<file path="config.mk">
export PLATFORM = sky130hd
export DESIGN_NAME = reg8
export DESIGN_NICKNAME = d
export VERILOG_FILES = /design/src/rtl/reg8.sv
export SDC_FILE = /design/constraint.sdc
export NUM_CORES = 1
export LEC_CHECK = 0
export CAP_MARGIN = 20
export CORE_AREA = 2 2 39 41
export CTS_BUF_LIST = sky130_fd_sc_hd__clkbuf_8
export CTS_CLUSTER_DIAMETER = 100
export DETAILED_ROUTE_END_ITERATION = 10
export DIE_AREA = 0 0 41 43
export PLACE_DENSITY = 0.58
export SETUP_SLACK_MARGIN = 0.1
export SLEW_MARGIN = 20
export SYNTH_ARGS = -nofsm -noshare
export SYNTH_HDL_FRONTEND = slang
export SYNTH_SLANG_ARGS = --single-unit
</file>
<file path="constraint.sdc">
create_clock -name clk -period 0.9 [get_ports clk]
set_input_delay 0.18 -clock clk [delete_from_list [all_inputs] [get_ports clk]]
set_output_delay 0.18 -clock clk [all_outputs]
set_load 0.005 [all_outputs]
</file>
<file path="src/rtl/reg8.sv">
// reg8: general-purpose storage register with a synchronous load strobe.
// q comes straight from the flops. Reset is asynchronous and active-high, and it
// takes priority over a load. With en low the register simply keeps its value.
module reg8 #(
    parameter int unsigned           WIDTH       = 8,
    parameter logic [WIDTH-1:0]      RESET_VALUE = '0
) (
    input  logic             clk,
    input  logic             reset,
    input  logic             en,
    input  logic [WIDTH-1:0] d,
    output logic [WIDTH-1:0] q
);

    logic [WIDTH-1:0] r_q;

    // Storage flops: reset > load > hold (hold is the implicit else).
    always_ff @(posedge clk or posedge reset) begin
        if (reset) begin
            r_q <= RESET_VALUE;
        end else if (en) begin
            r_q <= d;
        end
    end

    assign q = r_q;

endmodule

</file>
==> metrics.md <==
| Metric | Value |
|---|---|
| CP max-delay cell | `dfrtp_1` |
| WP data arrival | `0.74 ns` |
| Area Overhead vs Synth | `76.5%` |
| Final Max Tran Viols | `0` |
| CTS tree | `done` |
| Mapped Area | `335 µm²` |
| CP endpoint kind | `primary output` |
| Synth Net Count | `29` |
| Via Count | `235` |
| Die area | `1760 µm²` |
| Main area contributors after synthesis | `dfrtp_1, mux2_4, buf_6` |
| DRT antenna net count | `0` |
| Synth Warn # | `0` |
| Fraction of registers with async set/reset | `1.00` |
| Sequential share of the synthesized area | `0.597` |
| Pwr Total | `1040 µW` |
| # port buffers | `18` |
| Buf/Inv on CP | `1` |
| Area share of the largest cell type after synthesis | `0.597` |
| Overflow after GRT | `0` |
| Routed wl met2 | `298 µm` |
| # clock sinks | `8` |
| DRC viols | `0` |
| Via density | `3.85` |
| Worst vdd ir | `0.730 mV` |
| Clock Pin Slew Worst Setup and Hold Paths | `0.04 ns` |
| LEAKAGE | `0.000297 µW` |
| Initial antenna violation count | `0` |
| Placed cells | `57` |
| H-Tree Level Count | `1` |
| Crit path max-delay family | `flip-flops` |
| Dominant cell type by area after synthesis | `dfrtp_1` |
| Largest net degree at the start of global routing | `9` |
| Placed cell areas | `569 µm²` |
| Post-synthesis cell type count | `4` |
| Routed wire length | `689 µm` |
| Tcrit/Tclk final | `1.02` |
| Fin nets | `58` |
| Die Y | `43 µm` |
| Ant diodes | `0` |
| RSZ-0062 raised after global routing | `true` |
| Maxcap violations | `0` |
| Post-synth EDFFs | `0` |
| Design Area, Final | `592 µm²` |
| Ports | `19` |
| Critical path, cell by cell | `buf_2` |
| Largest register FFs | `8` |
| #FFs+latches synth | `8` |
| DRT iter0 DRCs | `0` |
| Average cell area after synthesis | `18.6 µm²` |
| Period minus WS final | `0.922 ns` |
| Final setup fails | `4` |
| Largest stage delay, worst path | `0.39 ns` |
| Layout cells sized above 1 | `0.578` |
| Vias in the first global route | `269` |
| CP Data Required Time | `0.72 ns` |
| Slew headroom | `0.797` |
| Setup clock skew after layout | `0 ns` |
| Crit Path Class | `register to primary output` |
| Met3 wire len | `86 µm` |
| Initial Util | `0.242` |
| Final WS setup | `-0.0217 ns` |
| DR top layer | `met3` |
| Worst-Margin Slew | `0.304 ns` |
| Hold WS | `0.206 ns` |
| Total power per unit cell area | `1760 nW/µm²` |
| Worst-Skew Late Latency | `0.22 ns` |
| Endpoints failing hold | `0` |
| CTS max path bufs | `2` |
| Die X | `41 µm` |
| CP max FO | `2` |
| Drt pass-1 iters | `1` |
| Num rows | `14` |
| Final cell count without fillers | `61` |
| Fmax | `1080 MHz` |
| Worst setup SP type | `register` |
| GRT Util Overall | `0.100` |
| Cts bufs inserted | `3` |
| Most frequent cells after synthesis | `dfrtp_1, mux2_4, buf_6, inv_1` |
| Final Wtd Congestion | `0.540` |
| Core ar. | `1380 µm²` |
| Status | `complete, but fails checks` |
| Failing checks | `setup timing` |
| Wire per inst | `11.3 µm` |
| Root buf cell | `clkbuf_8` |
| Mapped Cells | `18` |
| Met1 WL | `303 µm` |
| Hold crit path type | `input pin to async pin` |
| Dominant synthesized flop cell | `dfrtp_1` |
| Hold_buf cts | `0` |
| First-pass GRT wire length | `1090 µm` |
[worst paths after layout]
| path | startpoint | endpoint | slack, ns | depth (start not counted) |
|---|---|---|---|---|
| setup / recovery | q[7] | q[7] | -0.02 | 1 |
| hold / removal | reset | q[7] | 0.21 | 2 |
| hold reg to reg | q[0] | q[0] | 0.50 | 1 |
| max in group asynchronous | reset | q[6] | 0.46 | 2 |
| min in group clk | en | q[3] | 0.50 | 3 |
| setup reg to reg | q[7] | q[7] | 0.02 | 2 |
[per-layer routing]
layer / vias to the layer above / GRT usage
met5: - / 0
met4: 0 / 0.0600
met3: 0 / 0.0628
met2: 17 / 0.131
met1: 103 / 0.118
li1: 115 / -
[power breakdown]
part           internal (µW)  switching [µW]
registers                398            18.9
clock network            289             129
logic                    152            56.3
[repair_timing]
| action | CTS | global route |
|---|---|---|
| gates resized for setup | 34 | 2 |
| setup buffers | 2 | 0 |
| endpoints found under the setup margin | 16 | 13 |
| endpoints found under the hold margin | 0 | 0 |
[logic make-up after synthesis]
kind of cell | Yosys count | share of synthesized area
flops | 8 | 0.597
buf+inv | 2 | 0.0448
mux | 8 | 0.358
[cell type report]
class	instances	area, µm²
repair buffers	25	206
fillers	136	792
flip-flops and latches	8	200
clock buffers	3	41.3
inverters	1	3.75
multi-input cells	8	120
well taps	16	20.0
[cell usage in the layout, fill, tap and decap left out, drive strengths merged]
| master | count |
|---|---|
| dfrtp | 8 |
| clkbuf | 3 |
| inv | 1 |
| clkdlybuf4s50 | 9 |
| dlygate4sd2 | 1 |
| buf | 15 |
| mux2 | 8 |
[through the flow]
step / utilization / TNS, ns / worst slack, ns
global placement: 0.411 / -3.49 / -0.342
finish: 0.428 / -0.0306 / -0.0217
detailed placement: 0.411 / -3.49 / -0.344
global route: 0.428 / -0.282 / -0.0537
CTS: 0.422 / -0.0694 / -0.0164
floorplan: - / 0 / 0.152
No activity file was read; power rests on OpenSTA's default activity.
